$ cat src/rtl/pll_pkg.sv
// Shared PLL types and default divider limits used by the PLL control blocks.
package pll_pkg;

   typedef enum logic [2:0] {
      S_IDLE,
      S_STEP,
      S_HOLD,
      S_SETTLE,
      S_PAUSE
   } retune_state_t;

   typedef enum logic [1:0] {
      BRK_OFF,
      BRK_ENGAGED,
      BRK_RELEASE
   } brake_state_t;

   localparam int DIVN_MIN_DEF = 4;
   localparam int DIVN_MAX_DEF = 1023;

endpackage

$ cat src/rtl/pll_retune_seq.sv
// Retune sequencer for the PLL feedback divider: accepts a target, ramps divn in
// bounded steps with a hold after each, then waits for confirmed lock or times out.
module pll_retune_seq
   import pll_pkg::*;
#(
   parameter int DIVN_RESET   = 10,
   parameter int DIVN_MIN     = DIVN_MIN_DEF,
   parameter int DIVN_MAX     = DIVN_MAX_DEF,
   parameter int STEP         = 1,
   parameter int HOLD_CYCLES  = 32,
   parameter int LOCK_CONFIRM = 16,
   parameter int LOCK_TIMEOUT = 4096
) (
   input  logic               refclk,
   input  logic               resetn,
   input  logic               req_valid,
   output logic               req_ready,
   input  logic signed [31:0] req_divn,
   input  logic               brake,
   input  logic               lock,
   output logic signed [31:0] divn_out,
   output logic               busy,
   output logic               done,
   output logic               timeout_err
);

   localparam int HOLD_W = $clog2(HOLD_CYCLES) + 1;
   localparam int LOCK_W = $clog2(LOCK_CONFIRM) + 1;
   localparam int TO_W   = $clog2(LOCK_TIMEOUT) + 1;

   retune_state_t      state_q, state_d;
   logic signed [31:0] divn_q, divn_d;
   logic signed [31:0] target_q, target_d;
   logic [HOLD_W-1:0]  hold_cnt_q, hold_cnt_d;
   logic [LOCK_W-1:0]  lock_cnt_q, lock_cnt_d;
   logic [TO_W-1:0]    timeout_cnt_q, timeout_cnt_d;
   logic               done_q, done_d;
   logic               timeout_err_q, timeout_err_d;

   logic signed [32:0] diff;
   logic [32:0]        mag;
   logic signed [31:0] step_amt;

   function automatic logic signed [31:0] sat_divn(input logic signed [31:0] v);
      if (v < DIVN_MIN) return DIVN_MIN;
      if (v > DIVN_MAX) return DIVN_MAX;
      return v;
   endfunction

   // Distance is taken in 33 bits so the magnitude can never wrap.
   always_comb begin
      diff     = {target_q[31], target_q} - {divn_q[31], divn_q};
      mag      = diff[32] ? -diff : diff;
      step_amt = (mag > 33'(STEP)) ? 32'(STEP) : 32'(mag);
   end

   always_comb begin
      state_d       = state_q;
      divn_d        = divn_q;
      target_d      = target_q;
      hold_cnt_d    = hold_cnt_q;
      lock_cnt_d    = lock_cnt_q;
      timeout_cnt_d = timeout_cnt_q;
      done_d        = 1'b0;
      timeout_err_d = 1'b0;
      case (state_q)
         S_IDLE: begin
            if (req_valid && req_ready) begin
               target_d = sat_divn(req_divn);
               state_d  = S_STEP;
            end
         end
         S_STEP: begin
            if (brake) begin
               state_d = S_PAUSE;
            end else if (diff == '0) begin
               lock_cnt_d    = '0;
               timeout_cnt_d = '0;
               state_d       = S_SETTLE;
            end else begin
               divn_d     = diff[32] ? (divn_q - step_amt) : (divn_q + step_amt);
               hold_cnt_d = HOLD_W'(HOLD_CYCLES - 1);
               state_d    = S_HOLD;
            end
         end
         S_HOLD: begin
            if (brake) begin
               state_d = S_PAUSE;
            end else if (hold_cnt_q == '0) begin
               state_d = S_STEP;
            end else begin
               hold_cnt_d = hold_cnt_q - HOLD_W'(1);
            end
         end
         S_SETTLE: begin
            if (brake) begin
               lock_cnt_d    = '0;
               timeout_cnt_d = '0;
               state_d       = S_PAUSE;
            end else begin
               timeout_cnt_d = timeout_cnt_q + TO_W'(1);
               lock_cnt_d    = lock ? (lock_cnt_q + LOCK_W'(1)) : '0;
               // Confirmed lock beats a coincident timeout.
               if (lock && (lock_cnt_q == LOCK_W'(LOCK_CONFIRM - 1))) begin
                  done_d  = 1'b1;
                  state_d = S_IDLE;
               end else if (timeout_cnt_q == TO_W'(LOCK_TIMEOUT - 1)) begin
                  timeout_err_d = 1'b1;
                  state_d       = S_IDLE;
               end
            end
         end
         S_PAUSE: begin
            lock_cnt_d    = '0;
            timeout_cnt_d = '0;
            if (!brake) begin
               hold_cnt_d = HOLD_W'(HOLD_CYCLES - 1);
               state_d    = S_HOLD;
            end
         end
         default: state_d = S_IDLE;
      endcase
   end

   always_ff @(posedge refclk or negedge resetn) begin
      if (!resetn) begin
         state_q       <= S_IDLE;
         divn_q        <= DIVN_RESET;
         target_q      <= DIVN_RESET;
         hold_cnt_q    <= '0;
         lock_cnt_q    <= '0;
         timeout_cnt_q <= '0;
         done_q        <= 1'b0;
         timeout_err_q <= 1'b0;
      end else begin
         state_q       <= state_d;
         divn_q        <= divn_d;
         target_q      <= target_d;
         hold_cnt_q    <= hold_cnt_d;
         lock_cnt_q    <= lock_cnt_d;
         timeout_cnt_q <= timeout_cnt_d;
         done_q        <= done_d;
         timeout_err_q <= timeout_err_d;
      end
   end

   assign req_ready   = (state_q == S_IDLE) && !brake;
   assign busy        = (state_q != S_IDLE);
   assign divn_out    = divn_q;
   assign done        = done_q;
   assign timeout_err = timeout_err_q;

endmodule

$ cat config.mk
export PLATFORM = sky130hd
export DESIGN_NAME = pll_retune_seq
export DESIGN_NICKNAME = d
export VERILOG_FILES = /design/src/rtl/pll_pkg.sv /design/src/rtl/pll_retune_seq.sv
export SDC_FILE = /design/constraint.sdc
export NUM_CORES = 1
export LEC_CHECK = 0
export CORE_MARGIN = 2
export CORE_UTILIZATION = 50
export CTS_CLUSTER_DIAMETER = 50
export DETAILED_ROUTE_END_ITERATION = 6
export GPL_ROUTABILITY_DRIVEN = 0
export PLACE_DENSITY = 0.8
export SLEW_MARGIN = 15
export SYNTH_ARGS = -nofsm -noshare
export SYNTH_HDL_FRONTEND = slang
export SYNTH_SLANG_ARGS = --single-unit
$ cat constraint.sdc
create_clock -name refclk -period 10.7 [get_ports refclk]
set_input_delay 2.675 -clock refclk [delete_from_list [all_inputs] [get_ports refclk]]
set_output_delay 2.675 -clock refclk [all_outputs]
set_load 0.03 [all_outputs]
==> flow_summary.toml <==
[die]
pin_count = 73
core_area_mm2 = 0.0173
die_area_mm2 = 0.0188
start_util = 0.511
rows = 48
dieWidth_um = 137
die_h_um = 137

[setup_path]
reg2regPathDepth = 33
rrSetupSlack_ps = 1750
critPathBufInv = 1
critical_path.startpoint = "divn_out[0]"
path_class = "reg2reg"
crit_path_max_incr_delay_ps = 860
cp_max_fo = 15
cp.arrival_ps = 9170
crit_required_ps = 10910
end_kind = "flop"
crit_slowest_cell = "nor4b_2"
critPathCapture = "divn_out[30]"
rr_startpoint = "divn_out[0]"
worst-path-stages = 33
r2r-end = "divn_out[30]"
cp-start-kind = "flop"
path_delay_family = "compound AO/OA/AOI/OAI gates"

[layout]
final_cells = 1417
final_common_cell = "nand2_1"
layout.cells.most_common_list = "nand2_1, dfrtp_1, nor2_1"
nNetsFinal = 1298
diodes = 0
final_util = 0.579
syn_to_final_growth_pct = 13.4
drive_gt1_frac = 0.0487

[run_status]
status = "finished clean"

[global_route]
first_global_vias = 8069
grt-ovfl-total = 0
grtUsageTotal = 0.249
grt_pass1_wl_um = 38100
antenna_found_initial = 0
grt_max_degree = 71

[power]
seqPwrFrac = 0.174
p_sw_frac = 0.530
internal_power_mw = 1.41
peakVddDrop_v = 0.000164
power_density_mw_per_mm2 = 299
comb_power_share = 0.713
clkPwrFrac = 0.113
p_sw_mw = 1.59
leakage_nw = 4.59

[yosys]
synth_enable_flop_cells = 0
synth_area_per_cell_um2 = 7.72
syn_area_mm2 = 0.00884
netlist.area_leader.share = 0.252
ys_seq_area_frac = 0.264
synthArstFlopShare = 1.00
synth_nets = 1254
yosysWarnings = 0
synth.top_cells.by_area = "dfrtp_1, ha_1, nand2_1"
syn_inst = 1145
ys.flop_type = "dfrtp_1"
ys_ff_latch = 93
yosys.area.top_type = "dfrtp_1"
ys_types = 87

[clock_tree]
clk_latency_ps = 360
holdBufCountCts = 0
clock_path_buffers = 2
cts_tree = "yes"
cts_made_buffers = 9
post_cts_resized = 0
ctsRootBufferMaster = "clkbuf_16"
path_clk_slew_ps = 60
cts_max_level = 3
cts_sinks = 93
cts_setup_buffers = 0

[drt]
ant_nets = 0
drt_iter0_drc = 796
drc_errors = 0
dr_total_vias = 8678
wl_per_cell_um = 16.2
drtPass1Iterations = 6
wirelength_um = 22900
vias_per_cell = 6.12

[placement]
portBuffers = 72
dp.cells = 1403
dp_hpwl_um = 17000

[sta]
fmax_ghz = 0.112
min_period_ps = 8950
slew_viol_final = 0
slew_headroom = 0.347
fin_setup_tns_ps = 0
tightest_slew_ps = 977
period_share = 0.837
skew_ps = 8.73
setup_viol = 0
hold_viol = 0
rsz0062_at_grt = "false"

[worst_hold_path]
hp-class = "reg2reg"
hold_depth = 2

[job]
cap_violations = 0
tightest hold or removal path, stage by stage, from the launching register on:
cell and delay, ps:
dfrtp_1 340, nand2_1 40, o21ai_0 60
kinds of logic (layout without fill, tap and decap cells):
| logic type | Yosys count | count (layout) | share of synthesized area |
|---|---|---|---|
| flip-flops | 93 | 93 | 0.264 |
| AO/OA/AOI/OAI | 336 | 336 | 0.247 |
| other | 1 | 1 | 0.000424 |
| buffers and inverters | 101 | 148 | 0.0440 |
| AND/OR/NAND/NOR | 485 | 485 | 0.284 |
| multiplexers | 6 | 6 | 0.00708 |
| XOR/XNOR | 51 | 51 | 0.0505 |
| adder cells (fa/ha/maj) | 72 | 72 | 0.104 |
cell usage after synthesis (6+ instances only):
cell,count
xor2_1,27
o211ai_1,8
nand4_1,19
nor3b_1,6
a21oi_1,74
and2_1,31
ha_1,70
nand3_1,29
or4_1,6
nor2b_1,11
and4_1,8
o32ai_1,7
nor3_1,24
nand2_1,145
xnor2_1,24
clkbuf_1,37
or2_2,8
nor4_1,17
o21a_1,10
a211oi_1,10
nor2_1,88
a21boi_0,6
nand2b_1,32
o21ai_0,78
o21ai_1,31
o31ai_1,13
inv_1,54
a31oi_1,19
a21o_1,16
and3_1,27
dfrtp_1,89
or3_1,10
how the worst min path moves through the flow:
| stage | startpoint | to | slack [ps] |
|---|---|---|---|
| after global placement | lock_cnt_q[4] | lock_cnt_q[4] | 460 |
| after CTS | lock_cnt_q[4] | lock_cnt_q[4] | 480 |
| after global routing | target_q[10] | target_q[10] | 500 |
| final | lock_cnt_q[4] | lock_cnt_q[4] | 480 |
| after floorplan | lock_cnt_q[4] | lock_cnt_q[4] | 450 |
| after detailed placement | lock_cnt_q[4] | lock_cnt_q[4] | 470 |
power by group through the flow:
stage | Clock (mW) | Sequential (mW) | Combinational (mW)
3_5_place_dp | 0 | 0.526 | 2.07
2_1_floorplan | 0 | 0.580 | 1.51
5_1_grt | 0.360 | 0.535 | 2.33
6_report | 0.339 | 0.521 | 2.14
3_3_place_gp | 0 | 0.525 | 2.04
4_1_cts | 0.345 | 0.521 | 2.09
sequential cells by signal, indices dropped and copies added, names as in the netlist:
register,flops
timeout_err,1
hold_cnt_q,6
done,1
timeout_cnt_q,13
divn_out,32
state_q,3
lock_cnt_q,5
target_q,32
through the flow:
stage | hold WS [ps] | power, mW | setup slack, ps | cell area, µm²
2_1_floorplan | 450 | 2.09 | 3430 | 8840
3_3_place_gp | 464 | 2.56 | 2270 | 9720
3_5_place_dp | 471 | 2.60 | 2110 | 9720
4_1_cts | 485 | 2.96 | 1940 | 10000
5_1_grt | 504 | 3.22 | 1170 | 10000
6_report | 479 | 3.00 | 1750 | 10000
layout make-up:
type / count / area [µm²]
tap: 225 / 282
fill: 1565 / 7270
timing repair buffer: 78 / 763
clock buffer: 10 / 229
sequential: 93 / 2330
clock inverter: 4 / 73.8
inverter: 56 / 210
multi-input combinational: 951 / 6130
layer usage:
metal / share of wire / global-route usage / vias to the layer above
li1: - / - / 4284
met1: 0.46 / 0.349 / 4045
met2: 0.45 / 0.400 / 308
met3: 0.064 / 0.0363 / 41
met4: 0.020 / 0.0664 / 0
met5: 0 / 0 / -
(Power assumes the default switching activity.)
